==> config.mk <==
export PLATFORM = sky130hd
export DESIGN_NAME = vga_sync_decoder
export DESIGN_NICKNAME = d
export VERILOG_FILES = /design/src/rtl/vga_sync_decoder.sv
export SDC_FILE = /design/constraint.sdc
export NUM_CORES = 1
export LEC_CHECK = 0
export ABC_AREA = 0
export CAP_MARGIN = 20
export CELL_PAD_IN_SITES_DETAIL_PLACEMENT = 1
export CELL_PAD_IN_SITES_GLOBAL_PLACEMENT = 1
export CORE_MARGIN = 2
export CORE_UTILIZATION = 46
export CTS_BUF_LIST = sky130_fd_sc_hd__clkbuf_4 sky130_fd_sc_hd__clkbuf_8 sky130_fd_sc_hd__clkbuf_16
export CTS_CLUSTER_DIAMETER = 50
export DETAILED_ROUTE_END_ITERATION = 8
export PLACE_DENSITY_LB_ADDON = 0.1
export SLEW_MARGIN = 30
export SYNTH_ARGS = -nofsm -noshare
export SYNTH_HDL_FRONTEND = slang
export SYNTH_SLANG_ARGS = --single-unit
==> constraint.sdc <==
create_clock -name clk_i -period 6.2 [get_ports clk_i]
set_input_delay 0.62 -clock clk_i [delete_from_list [all_inputs] [get_ports clk_i]]
set_output_delay 0.62 -clock clk_i [all_outputs]
set_load 0.05 [all_outputs]
==> src/rtl/vga_sync_decoder.sv <==
// Receive-side VGA timing checker: recovers pixel coordinates from HSYNC/VSYNC, verifies
// line and frame lengths, raises a lock flag and samples the colour at a probe coordinate.
module vga_sync_decoder #(
  parameter int unsigned HDisplay   = 640,
  parameter int unsigned HFront     = 16,
  parameter int unsigned HTotal     = 800,
  parameter int unsigned VDisplay   = 480,
  parameter int unsigned VFront     = 10,
  parameter int unsigned VTotal     = 525,
  parameter int unsigned LockFrames = 2
) (
  input  logic       clk_i,
  input  logic       rst_ni,
  input  logic       hs_i,
  input  logic       vs_i,
  input  logic [5:0] rgb_i,
  input  logic [9:0] probe_x_i,
  input  logic [9:0] probe_y_i,
  output logic [9:0] pix_x_o,
  output logic [9:0] pix_y_o,
  output logic       pix_valid_o,
  output logic [5:0] rgb_o,
  output logic       locked_o,
  output logic       frame_stb_o,
  output logic [5:0] probe_rgb_o,
  output logic [7:0] err_cnt_o
);

  localparam logic [9:0]  HSyncPos    = 10'(HDisplay + HFront);
  localparam logic [9:0]  VSyncPos    = 10'(VDisplay + VFront);
  localparam logic [9:0]  HLast       = 10'(HTotal - 1);
  localparam logic [9:0]  VLast       = 10'(VTotal - 1);
  localparam logic [9:0]  HDisp       = 10'(HDisplay);
  localparam logic [9:0]  VDisp       = 10'(VDisplay);
  localparam logic [10:0] LineLenGood = 11'(HTotal);
  localparam logic [9:0]  LineCntGood = 10'(VTotal);
  localparam logic [7:0]  LockGoal    = 8'(LockFrames);

  typedef enum logic [1:0] {StSearch, StMeasure, StLocked} state_e;

  state_e      state_q;
  logic        s1_hs_q, s1_vs_q, s2_hs_q, s2_vs_q;
  logic [5:0]  s1_rgb_q;
  logic [9:0]  hc_q, hc_d, vc_q, vc_d;
  logic [10:0] line_len_q, line_len_d;
  logic [9:0]  line_cnt_q, line_cnt_d;
  logic [7:0]  good_frames_q, err_cnt_q;
  logic        locked_q, frame_stb_q, pix_valid_q;
  logic [9:0]  pix_x_q, pix_y_q;
  logic [5:0]  rgb_q, shadow_q, probe_rgb_q;
  logic        hs_rise, vs_rise, line_bad, frame_bad, pos_err, err_event;

  assign hs_rise = s1_hs_q & ~s2_hs_q;
  assign vs_rise = s1_vs_q & ~s2_vs_q;

  always_ff @(posedge clk_i or negedge rst_ni) begin
    if (!rst_ni) begin
      s1_hs_q  <= 1'b0;
      s1_vs_q  <= 1'b0;
      s2_hs_q  <= 1'b0;
      s2_vs_q  <= 1'b0;
      s1_rgb_q <= '0;
    end else begin
      s1_hs_q  <= hs_i;
      s1_vs_q  <= vs_i;
      s2_hs_q  <= s1_hs_q;
      s2_vs_q  <= s1_vs_q;
      s1_rgb_q <= rgb_i;
    end
  end

  // hc/vc describe the pixel currently held in stage s1; sync edges re-align them.
  always_comb begin
    hc_d = hc_q + 10'd1;
    vc_d = vc_q;
    if (hc_q == HLast) begin
      hc_d = '0;
      vc_d = (vc_q == VLast) ? '0 : vc_q + 10'd1;
    end
    if (hs_rise) hc_d = HSyncPos + 10'd1;
    if (vs_rise) begin
      vc_d = VSyncPos;
      if (!hs_rise) hc_d = 10'd1;
    end
  end

  always_comb begin
    line_len_d = hs_rise ? 11'd1 : ((line_len_q == '1) ? line_len_q : line_len_q + 11'd1);
    line_cnt_d = line_cnt_q;
    if (vs_rise) begin
      line_cnt_d = '0;
    end else if (hs_rise && line_cnt_q != '1) begin
      line_cnt_d = line_cnt_q + 10'd1;
    end
  end

  always_comb begin
    line_bad  = hs_rise && (line_len_q != LineLenGood);
    frame_bad = vs_rise && (line_cnt_q != LineCntGood);
    pos_err   = (hs_rise && (hc_q != HSyncPos)) ||
                (vs_rise && ((vc_q != VSyncPos) || (hc_q != '0)));
    case (state_q)
      StMeasure: err_event = line_bad || frame_bad;
      StLocked:  err_event = line_bad || pos_err;
      default:   err_event = 1'b0;
    endcase
  end

  always_ff @(posedge clk_i or negedge rst_ni) begin
    if (!rst_ni) begin
      hc_q       <= '0;
      vc_q       <= '0;
      line_len_q <= '0;
      line_cnt_q <= '0;
    end else begin
      hc_q       <= hc_d;
      vc_q       <= vc_d;
      line_len_q <= line_len_d;
      line_cnt_q <= line_cnt_d;
    end
  end

  // Lock FSM; locked_q and frame_stb_q are set on the transitions so they track the next state.
  always_ff @(posedge clk_i or negedge rst_ni) begin
    if (!rst_ni) begin
      state_q       <= StSearch;
      good_frames_q <= '0;
      err_cnt_q     <= '0;
      locked_q      <= 1'b0;
      frame_stb_q   <= 1'b0;
    end else begin
      frame_stb_q <= 1'b0;
      if (err_event && err_cnt_q != 8'hFF) err_cnt_q <= err_cnt_q + 8'd1;
      case (state_q)
        StSearch: begin
          if (vs_rise) begin
            state_q       <= StMeasure;
            good_frames_q <= '0;
          end
        end
        StMeasure: begin
          if (err_event) begin
            state_q <= StSearch;
          end else if (vs_rise) begin
            good_frames_q <= good_frames_q + 8'd1;
            if (good_frames_q + 8'd1 == LockGoal) begin
              state_q  <= StLocked;
              locked_q <= 1'b1;
            end
          end
        end
        StLocked: begin
          if (err_event) begin
            state_q  <= StSearch;
            locked_q <= 1'b0;
          end else if (vs_rise) begin
            frame_stb_q <= 1'b1;
          end
        end
        default: begin
          state_q  <= StSearch;
          locked_q <= 1'b0;
        end
      endcase
    end
  end

  always_ff @(posedge clk_i or negedge rst_ni) begin
    if (!rst_ni) begin
      pix_x_q     <= '0;
      pix_y_q     <= '0;
      rgb_q       <= '0;
      pix_valid_q <= 1'b0;
      shadow_q    <= '0;
      probe_rgb_q <= '0;
    end else begin
      pix_x_q     <= hc_q;
      pix_y_q     <= vc_q;
      rgb_q       <= s1_rgb_q;
      pix_valid_q <= (state_q == StLocked) && (hc_q < HDisp) && (vc_q < VDisp);
      if (state_q == StLocked && hc_q == probe_x_i && vc_q == probe_y_i) shadow_q <= s1_rgb_q;
      if (frame_stb_q) probe_rgb_q <= shadow_q;
    end
  end

  assign pix_x_o     = pix_x_q;
  assign pix_y_o     = pix_y_q;
  assign pix_valid_o = pix_valid_q;
  assign rgb_o       = rgb_q;
  assign locked_o    = locked_q;
  assign frame_stb_o = frame_stb_q;
  assign probe_rgb_o = probe_rgb_q;
  assign err_cnt_o   = err_cnt_q;

endmodule

==> results.md <==
Outcome:
- The flow ran to the end, and the final reports show no timing, DRC or antenna violations.

Place:
- The number of buffers added on ports is 72.
- Once detailed placement completed, the half-perimeter wirelength came to 8400 µm.
- At the end of routability-driven placement, the weighted congestion stood at 0.814.

Die:
- The floorplan step set the die height to 109 µm.
- The area of the placeable core is 10800 µm².
- Once the floorplan was initialized, standard cells occupied 46.9% of the core.
- The top-level port count is between 70 and 80.
- The area enclosed by the die boundary is 11900 µm².
- The floorplan has 38 rows.
- From left edge to right edge, the die measures 109 µm.

Clock network:
- The maximum number of buffers from clock root to sink is 2.
- The post-cts sizing count is 0.
- The number of hold buffers added after CTS was 0.
- In this run, CTS created clock tree buffers numbering 9.
- CTS placed an instance of clkbuf_8 at the clock tree root.
- The setup fix buffers added after clock tree synthesis is 0.
- The H-tree depth is 3.
- Clock-pin slew was measured on the worst setup and hold paths at 120 ps.
- The clock net in this run drives a total of 110 sinks.
- For the worst-skew pair, the clock arrives at the later sink with an insertion delay of 380 ps.
- TritonCTS built the clock tree.

Drt:
- The first TritonRoute pass finished after 4 iterations.
- The number of DRC markers after the initial detailed-route iteration is 132.
- The routed via count is between 3000 and 4000.
- Using the TritonRoute via totals, the vias-per-cell ratio works out to 5.63.
- The routed design has between 10000 and 15000 µm of wire.
- For this run, design rule violations remaining after detail routing come to 0.
- In this run the remaining antenna-violating nets after routing total 0.
- In the final routed layout, each cell accounts on average for approximately 18 µm.

Pwr:
- Across the VDD grid, the largest voltage drop is 275 µV.
- In this run the power density over the cells is 287 nW/µm².
- The leakage power is between 0.002 and 0.003 µW.

Yosys:
- The synthesis warning total is 0.
- The mean instance size in the synthesized netlist is 11.3 µm².
- The summed instance area of the synthesized netlist is around 5100 µm².
- The post-synthesis net count is 493.
- The most frequently used flop master after synthesis is dfrtp_1.
- The area share of the largest cell type after synthesis is 54.4%.
- The share of the Yosys chip area taken by registers is a little over half.
- The fraction of registers with async set or reset after synthesis is 100%.
- Ranked by total cell area, the synthesized netlist is headed by dfrtp_1, xnor2_1, ha_1.
- The count of flip-flops with a built-in enable after synthesis is 0.
- In the synthesized netlist, the number of instances is around 450.
- Counting distinct cell types in the post-synthesis netlist gives 63.
- The synthesis-stage register bit count is 110.
- The cell type contributing the most total cell area after synthesis is dfrtp_1.

Layout:
- At the end of the flow, the number of nets in the layout was 566.
- The library cell used most frequently in the layout, excluding fill and tap cells, is dfrtp_1.
- The top cell types in the final layout, fill and taps aside, are dfrtp_1, clkdlybuf4s50_1, nor2_1, nand2_1, xnor2_1.
- The fraction of layout instances using a drive strength above 1 is 9.32%.
- The number of antenna diodes in the final layout is 0.
- The area growth from synthesis to layout is 20.7%.

Global route:
- The via count of the first global-routing pass is 3891.
- The number of antenna violations at the first check in global routing is 0.
- The global router's overall resource usage is roughly a fifth.
- The pin count of the biggest net entering global routing is 66.
- The residual overflow from global routing is 0.
- The first-pass GRT wire length is approximately 19000 µm.

Run:
- The max-cap check violation count is 0.

STA:
- The final count of hold timing violations is 0.
- The fmax is 394 MHz.
- The post-route clock skew is 15.6 ps.
- Setup repair after global routing left no endpoint under its margin.
- The clock period could shrink to between 2000 and 3000 ps.
- Across all hold checks on the routed design, the worst slack comes to 316 ps.
- Of the available clock period, the critical path in the final layout requires 40.9%.
- The count of pins over their slew limit was 0.
- The number of failing setup endpoints in the final timing report is 0.
- The worst pin sits at a relative slew slack of between 40 and 50%.
- Setup total negative slack on the finished layout was measured at 0 ps.
- At the pin with the least slew margin, the transition time is a little over 800 ps.

Critical path:
- The startpoint of the worst-slack reg-to-reg timing path is state_q[0].
- The data required time of the critical path is 6470 ps.
- In this run the critical register-to-register path is captured at err_cnt_o[7].
- Following the worst setup path forward leads to its endpoint at err_cnt_o[7].
- Measured in cells, the most critical reg-to-reg path has a length of 8.
- The worst setup path startpoint is state_q[0].
- The sort of element at the start of the critical path is a flip-flop.
- The worst setup path is captured at a flip-flop.
- For flop-to-flop paths, the worst setup slack is 3660 ps.
- The setup path with the least slack is of type reg2reg.
- The arrival time at the worst endpoint is 2810 ps.
- Of all nets on the critical path, the largest fanout is 9.

Worst hold path:
- The classification of the worst-slack hold path is in2async.
-- power by group --
part	switching, µW	total, µW	leakage, µW	internal, µW
Combinational	255	425	0.00112	170
Clock	265	460	0.000103	196
Sequential	86.1	868	0.00139	781
Total	605	1750	0.00261	1150
-- metrics by stage --
stage                     worst slack [ps]  cells  utilization, %  cell area, µm²  total power (µW)
final                                 3660    666            56.6            6110              1750
after floorplan                       4050    448               -            5060              1150
after global routing                  3430    666            56.6            6110              1850
after CTS                             3620    666            56.6            6110              1770
after detailed placement              3550    650            54.7            5900              1310
after global placement                3560    650            54.7            5900              1290
-- cells by family after synthesis --
family	share of synthesized area [%]
flops	54.4
mux	3.96
xor+xnor	9.17
buf+inv	2.27
simple gates	18.3
fa+ha+maj	3.71
compound gates	8.23
-- worst min path at each step --
stage	depth (start not counted)	to
detailed placement	0	rgb_o[5]
global placement	0	rgb_o[2]
floorplan	0	err_cnt_o[0]
finish	1	vc_q[5]
CTS	1	pix_x_o[3]
global route	1	pix_x_o[8]
-- worst max-delay path, stage by stage (launching register included) --
cell and delay (ps):
dfrtp_1 430, inv_1 110, ha_1 370, and2b_2 210, nand3_1 130, o31ai_4 440
nand2_2 220, nand4_1 170, mux2_2 340
-- routing by layer --
metal  global-route usage, %  wire [µm]  vias up
met4                    7.23        189        0
met1                    27.8       5360     1931
met2                    35.8       5870       60
li1                        -          -     1740
met5                       0          0        -
met3                    3.65        368       17
-- state kept, by name (all words and copies together) (netlist names) --
signal         flops
err_cnt_o          8
frame_stb_o        1
good_frames_q      8
hc_q              10
line_cnt_q        10
line_len_q        11
locked_o           1
pix_valid_o        1
pix_x_o           10
pix_y_o           10
probe_rgb_o        6
rgb_o              6
s1_hs_q            1
s1_rgb_q           6
s1_vs_q            1
s2_hs_q            1
s2_vs_q            1
shadow_q           6
state_q            2
vc_q              10
-- synthesized netlist by cell type (5+ instances only) --
cell,number
a31oi_1,6
inv_1,12
clkbuf_1,5
a22o_1,7
nand3_1,23
mux2_2,14
and3_1,16
a21oi_1,12
dfrtp_1,110
nand4_1,13
nand2_1,34
o21ai_0,15
nor4_1,5
xor2_1,20
nor2_1,35
nor3_1,7
ha_1,15
xnor2_1,33
-- layout make-up --
class / instances / area (µm²)
inverter: 12 / 45.0
fill: 1151 / 4690
clock buffer: 9 / 124
timing repair buffer: 74 / 733
tap: 140 / 175
clock inverter: 7 / 83.8
sequential: 110 / 2750
multi-input combinational: 314 / 2190
No activity file was read; power rests on OpenSTA's default activity.
